$ cat src/rtl/rf_op_sequencer.sv
// rf_op_sequencer: drives one register-to-register operation at a time into the
// 2-entry register file. It reads both operands, computes the result, writes it
// back to dst, and returns the result and flags over a valid/ready response.
// Optional build macro: RFSEQ_SATURATE_EN. When it is defined, ADD and SUB clamp
// instead of wrapping. The default build wraps modulo 2**DATA_W.
module rf_op_sequencer #(
  parameter int unsigned DATA_W = 5,
  parameter int unsigned ADDR_W = 1
) (
  input  logic              clk,
  input  logic              reset,
  input  logic              req_valid,
  output logic              req_ready,
  input  logic [1:0]        req_op,
  input  logic [ADDR_W-1:0] req_dst,
  input  logic [ADDR_W-1:0] req_src,
  output logic              resp_valid,
  input  logic              resp_ready,
  output logic [DATA_W-1:0] resp_data,
  output logic              resp_carry,
  output logic              resp_zero,
  output logic [ADDR_W-1:0] rf_read_reg,
  output logic [ADDR_W-1:0] rf_write_reg,
  output logic [DATA_W-1:0] rf_write_data,
  output logic              rf_reg_write,
  input  logic [DATA_W-1:0] rf_rd_data1,
  input  logic [DATA_W-1:0] rf_rd_data2
);

  typedef enum logic [2:0] {StIdle, StRead, StExec, StWrite, StDone} state_e;

  localparam logic [1:0] OpAdd = 2'b00;
  localparam logic [1:0] OpSub = 2'b01;
  localparam logic [1:0] OpAnd = 2'b10;

  state_e            state_q;
  logic [1:0]        op_q;
  logic [DATA_W-1:0] a_q, b_q;
  logic [DATA_W:0]   sum;
  logic [DATA_W-1:0] diff;
  logic [DATA_W-1:0] alu_res;
  logic              alu_carry;

  // Result and carry/borrow from the captured operands, including the optional clamp.
  always_comb begin
    sum       = {1'b0, a_q} + {1'b0, b_q};
    diff      = a_q - b_q;
    alu_res   = '0;
    alu_carry = 1'b0;
    case (op_q)
      OpAdd: begin
        alu_carry = sum[DATA_W];
        alu_res   = sum[DATA_W-1:0];
`ifdef RFSEQ_SATURATE_EN
        if (alu_carry) alu_res = '1;
`else
`endif
      end
      OpSub: begin
        alu_carry = (a_q < b_q);
        alu_res   = diff;
`ifdef RFSEQ_SATURATE_EN
        if (alu_carry) alu_res = '0;
`else
`endif
      end
      OpAnd:   alu_res = a_q & b_q;
      default: alu_res = b_q;
    endcase
  end

  // Sequencer FSM. All file-side and response outputs are registered here.
  always_ff @(posedge clk or posedge reset) begin
    if (reset) begin
      state_q       <= StIdle;
      op_q          <= 2'b00;
      a_q           <= '0;
      b_q           <= '0;
      req_ready     <= 1'b1;
      resp_valid    <= 1'b0;
      resp_data     <= '0;
      resp_carry    <= 1'b0;
      resp_zero     <= 1'b0;
      rf_read_reg   <= '0;
      rf_write_reg  <= '0;
      rf_write_data <= '0;
      rf_reg_write  <= 1'b0;
    end else begin
      case (state_q)
        StIdle: begin
          if (req_valid) begin
            // rf_write_reg/rf_read_reg double as the latched dst/src.
            op_q         <= req_op;
            rf_write_reg <= req_dst;
            rf_read_reg  <= req_src;
            req_ready    <= 1'b0;
            state_q      <= StRead;
          end
        end
        StRead: begin
          a_q          <= rf_rd_data1;
          b_q          <= rf_rd_data2;
          // Enable rises one cycle ahead of the data so edge-triggered files also catch it.
          rf_reg_write <= 1'b1;
          state_q      <= StExec;
        end
        StExec: begin
          rf_write_data <= alu_res;
          state_q       <= StWrite;
        end
        StWrite: begin
          rf_reg_write <= 1'b0;
          resp_valid   <= 1'b1;
          resp_data    <= alu_res;
          resp_carry   <= alu_carry;
          resp_zero    <= (alu_res == '0);
          state_q      <= StDone;
        end
        StDone: begin
          if (resp_ready) begin
            resp_valid <= 1'b0;
            req_ready  <= 1'b1;
            state_q    <= StIdle;
          end
        end
        default: state_q <= StIdle;
      endcase
    end
  end

endmodule

$ cat config.mk
export PLATFORM = sky130hd
export DESIGN_NAME = rf_op_sequencer
export DESIGN_NICKNAME = d
export VERILOG_FILES = /design/src/rtl/rf_op_sequencer.sv
export SDC_FILE = /design/constraint.sdc
export NUM_CORES = 1
export LEC_CHECK = 0
export BUFFER_PORTS_ARGS = -buffer_cell sky130_fd_sc_hd__buf_4
export CAP_MARGIN = 20
export CORE_MARGIN = 10
export CORE_UTILIZATION = 37
export DETAILED_ROUTE_END_ITERATION = 8
export PLACE_DENSITY = 0.54
export SLEW_MARGIN = 20
export SYNTH_ARGS = -nofsm -noshare
export SYNTH_HDL_FRONTEND = slang
export SYNTH_SLANG_ARGS = --single-unit
$ cat constraint.sdc
create_clock -name clk -period 3.75 [get_ports clk]
set_input_delay 0.375 -clock clk [delete_from_list [all_inputs] [get_ports clk]]
set_output_delay 0.375 -clock clk [all_outputs]
set_load 0.01 [all_outputs]
Word-level counts from Yosys, hierarchy flattened
Cells that the tools add are included.
{"block": "op_classes", "bitwise": 1, "n_addsub": 2, "n_mux": 11, "n_lt_le_gt_ge": 1, "eq_ne": 8, "reduce_logical": 10}
{"operator": "3-bit case mux with 5 select lines", "count": 1}
{"operator": "5-bit case mux with 3 select lines", "count": 1}
{"operator": "1-bit case mux with 2 select lines", "count": 4}
{"operator": "5-bit by 5-bit adder with 6-bit output", "count": 1}
{"operator": "3-bit by 2-bit == test with 1-bit output (second input constant)", "count": 2}
{"operator": "3-bit two-way mux", "count": 2}
{"operator": "2-bit AND reduction", "count": 3}
{"operator": "2-bit nonzero test", "count": 3}
{"operator": "5-bit AND", "count": 1}
{"operator": "5-bit zero test", "count": 1}
{"operator": "5-bit less-than comparator", "count": 1}
{"operator": "5-bit subtractor", "count": 1}
{"operator": "2-bit inequality test (second input constant)", "count": 2}
{"operator": "3-bit by 1-bit == test with 1-bit output (second input constant)", "count": 1}
{"operator": "3-bit == test (second input constant)", "count": 1}
{"operator": "3-bit zero test", "count": 1}
{"operator": "1-bit two-way mux", "count": 3}
{"operator": "3-bit AND reduction", "count": 1}
{"operator": "2-bit by 1-bit == test with 1-bit output (second input constant)", "count": 1}
{"operator": "2-bit == test (second input constant)", "count": 1}
{"operator": "2-bit zero test", "count": 1}
{"block": "totals", "regBits": 32, "output_inout_bits": 17, "word_cells": 46, "inputBits": 18}

Longest topological paths before layout
{"block": "depth", "depth_word": 3, "mapped_depth": 9, "mapped_depth_nobuf": 9}

Least setup slack after synthesis
Ideal clock, no wire load.
{"block": "synth_path", "path_type": "reg2reg", "start": "register b_q[0]", "end": "register resp_zero", "n_path_buf": 0, "required_ns": 3.628, "setup_ns": 0.122, "path_slack_ns": 1.753, "period_less_slack_ns": 1.997, "path_stages_with_launch": 8, "arrival_time_ns": 1.875, "cell_sequence": "dfrtp_1 ha_1 inv_1 fa_1 mux4_2 nand2_1 nor3_1 a32o_1"}
{"block": "synth_between", "elab_chain_len": 3, "elab_cells_between_ends": 5, "classes_between": "add/sub (2); mux (1); bitwise (1); reduce/logical (1)"}
{"item": "from (decl)", "line": "38", "text": "logic [DATA_W-1:0] a_q, b_q;"}
{"item": "from (signal assigned)", "line": "102", "text": "b_q <= rf_rd_data2;"}
{"item": "5-bit subtractor, or another cell as far along", "line": "47", "text": "diff = a_q - b_q;"}
{"item": "5-bit case mux with 3 select lines (*)", "line": "50", "text": "case (op_q)"}
{"item": "5-bit zero test (*)", "line": "116", "text": "resp_zero <= (alu_res == '0);"}
{"item": "to (signal assigned)", "line": "116"}
{"item": "to (decl)", "line": "21", "text": "output logic resp_zero,"}
Mark *: on every way between the ends. The rest lies on a longest branch, timed or not.
A chain may end at the register's enable or synchronous reset.

Worst setup path in the final report
{"block": "layout_path", "start": "register a_q[0]", "end": "register resp_zero"}
{"block": "layout_between", "elab_chain_len": 3, "elab_cells_between_ends": 5, "classes_between": "add/sub (2); mux (1); bitwise (1); reduce/logical (1)"}
{"item": "from (decl)", "line": "38"}
{"item": "from (signal assigned)", "line": "101", "text": "a_q <= rf_rd_data1;"}
{"item": "5-bit subtractor, or another cell as far along", "line": "47"}
{"item": "5-bit case mux with 3 select lines (*)", "line": "50"}
{"item": "5-bit zero test (*)", "line": "116"}
Marks and branches as above.

==> results.yml <==
cells_and_area:
  stdcell_count: 255
  drive_above_1_share_pct: 29.1
  syn_to_final_growth_pct: 22.4
  regArea_um2: 802
  fillers: 430
  num_antenna_cells: 0
  multi_input_area_um2: 816
  layout.nets: 233
  fin_util_pct: 47.2
cts:
  clock_tree.root_cell: "clkbuf_8"
  worstSkewPairLatency_ns: 0.28
  cts_buffer_depth: 2
  clkTransAtPathRegs_ns: 0.07
  post_cts_resize_count: 0
  cts_post_setup_buffers_inserted: 0
  cts_hold_buf: 0
  htree_levels: 2
  cts_sinks: 32
  numCtsBuffers: 5
  cts_tree: "built"
setup_path:
  crit_required_ns: 3.96
  cp_max_fo: 3
  reg2reg_from: "a_q[0]"
  start_kind: "flip-flop"
  startpoint: "a_q[0]"
  r2r_setup_slack_ns: 1.52
  critPathBufInv: 1
  worst_setup_path_end_kind: "flip-flop"
  r2r_cells: 9
  crit_arrival_ns: 2.44
  critPathCapture: "resp_zero"
  crit_cells: 9
  slowest_delay_ns: 0.44
  rr_endpoint: "resp_zero"
  cp_slowest_cell: "fa_1"
  criticalPathCategory: "reg2reg"
  worstPathCellList: "inv_1 > ha_1 > fa_1 > nand2b_1 > a21oi_1 > o22ai_1 > xnor2_1 > o21ai_0 > a32o_1"
  cp_top_family: "compound AO/OA/AOI/OAI gates"
floorplan:
  ios: 35
  initial_core_util_pct: 38.5
  die-area_um2: 7710
  die_y_um: 87.8
  design.core.area_um2: 4410
  rows: 24
  die_w_um: 87.8
global_route:
  antenna_found_initial: 0
  overflow: 0
  grt_pass1_vias: 1276
  grt_start_max_net_pins: 23
  grt_usage_pct: 9.47
  grt_first_pass_wirelength_mm: 5.86
timing:
  fin_setup_tns_ns: 0
  max_freq_ghz: 0.448
  maxSlewViolCount: 0
  min_period_ns: 2.23
  fin_skew_ns: 0.00819
  period_share_pct: 59.5
  hold_violations: 0
  setup_viol: 0
  worst_pin_slew_ns: 0.840
  max_slew_margin_pct: 43.9
  rsz0062_at_grt: "false"
synthesis:
  synth_cell_type_count: 35
  synthArstFlopShare_pct: 100
  yosysTopAreaCellShare_pct: 45.6
  synthTopCellsByArea: "dfrtp_1 46%, ha_1 8.1%, mux2_2 7.3%"
  yosysWarnings: 0
  yosys-top-cells-count: "31 x dfrtp_1, 22 x nand2_1, 20 x o21ai_0"
  avgSynthCellArea_um2: 10.3
  ys_seq_elements: 32
  netlist.top_cell.by_area: "dfrtp_1"
  ys.flop_type: "dfrtp_1"
  syn_nets: 196
  syn_area_um2: 1700
  synth_most_common_cell: "dfrtp_1"
  synth-edff-count: 0
  syn_inst: 165
  synth.yosys.seq_area_share_pct: 47.1
detailed_routing:
  met2_wirelength_mm: 1.69
  ant_nets: 0
  firstDrtPassIters: 4
  viasPerCell: 4.99
  routedWlPerCell_um: 14.1
  drt_iter0_markers: 45
  m1WireLength_mm: 1.60
  drc: 0
  vias: 1272
  drt-total-wl_mm: 3.59
  wl_met3_um: 244
  highest_layer: "met4"
worst_hold_path:
  min_path_type: "in2async"
place:
  port_buffers: 34
  dp.cells: 247
  gp_congestion: 0.944
  dp_hpwl_mm: 2.83
outcome:
  status: "completed"
run:
  max_cap_viol_count: 0
power:
  power_density_nw_per_um2: 946
  power_leakage_nw: 0.991
  max-vdd-ir-drop_mv: 0.291
[layout make-up]
cell class	count	share of cell area, %
tap	52	3.12
multi-input combinational	113	39.2
clock buffer	7	3.66
sequential	32	38.5
inverter	15	2.70
clock inverter	1	0.240
timing repair buffer	35	12.6
[cells in the final DEF (no fill, tap or decap), drive strengths merged]
master   count
fa           2
ha          11
dfstp        1
nand2b       3
mux2i        3
o21ai       20
dfrtp       31
a21oi       12
o21bai       1
mux2        11
buf         35
o31ai        1
a2bb2oi      1
a211oi       1
o211ai       2
a32o         1
nand2       22
nor2         6
a21o         1
and2b        1
nand3b       2
a31oi        1
nor3         1
inv         15
mux4         1
clkbuf       7
o21a         1
xnor2        3
clkinv       1
o22ai        1
nor2b        4
[worst min path at each step]
stage                                   to  slack (ns)  depth (start not counted)
after CTS                     resp_data[4]        0.29                          2
after detailed placement      rf_reg_write        0.47                          1
after floorplan                     a_q[0]        0.49                          1
final                     rf_write_data[3]        0.26                          2
after global placement        rf_reg_write        0.46                          1
after global routing                b_q[3]        0.30                          3
[cell families (layout without fill, tap and decap cells)]
logic type,after synthesis,after routing,synth area share (%)
muxes,15,15,10.4
and+or+nand+nor,39,39,11.0
buffers and inverters,20,58,4.93
xor gates and xnor gates,3,3,1.54
AOI/OAI and AO/OA,43,43,14.6
DFF,32,32,47.1
adders and majority gates,13,13,10.4
[worst register-to-register path, cell delays in order, from the launching register on]
cell      delay (ns)
dfrtp_1         0.36
inv_1           0.08
ha_1            0.21
fa_1            0.44
nand2b_1        0.18
a21oi_1         0.16
o22ai_1         0.11
xnor2_1         0.14
o21ai_0         0.27
a32o_1          0.22
[routing by layer]
metal / track usage [%] / up-vias
li1: - / 632
met1: 10.9 / 602
met2: 16.1 / 31
met3: 2.97 / 7
met4: 3.48 / 0
met5: 0 / -
[through the flow]
step | power (mW) | setup slack [ns] | area (um2) | hold slack [ns]
after global routing | 2.16 | 1.40 | 2080 | 0.297
after global placement | 1.71 | 1.65 | 2000 | 0.464
after floorplan | 1.42 | 1.75 | 1700 | 0.490
final | 1.97 | 1.52 | 2080 | 0.264
after CTS | 2.00 | 1.54 | 2080 | 0.291
after detailed placement | 1.74 | 1.56 | 2000 | 0.471
[power breakdown]
part / switching [mW] / leakage (nW) / internal, mW
sequential: 0.151 / 0.392 / 0.513
clock: 0.121 / 0.0422 / 0.130
combinational: 0.541 / 0.557 / 0.515
Power figures use the tool's default switching activity.
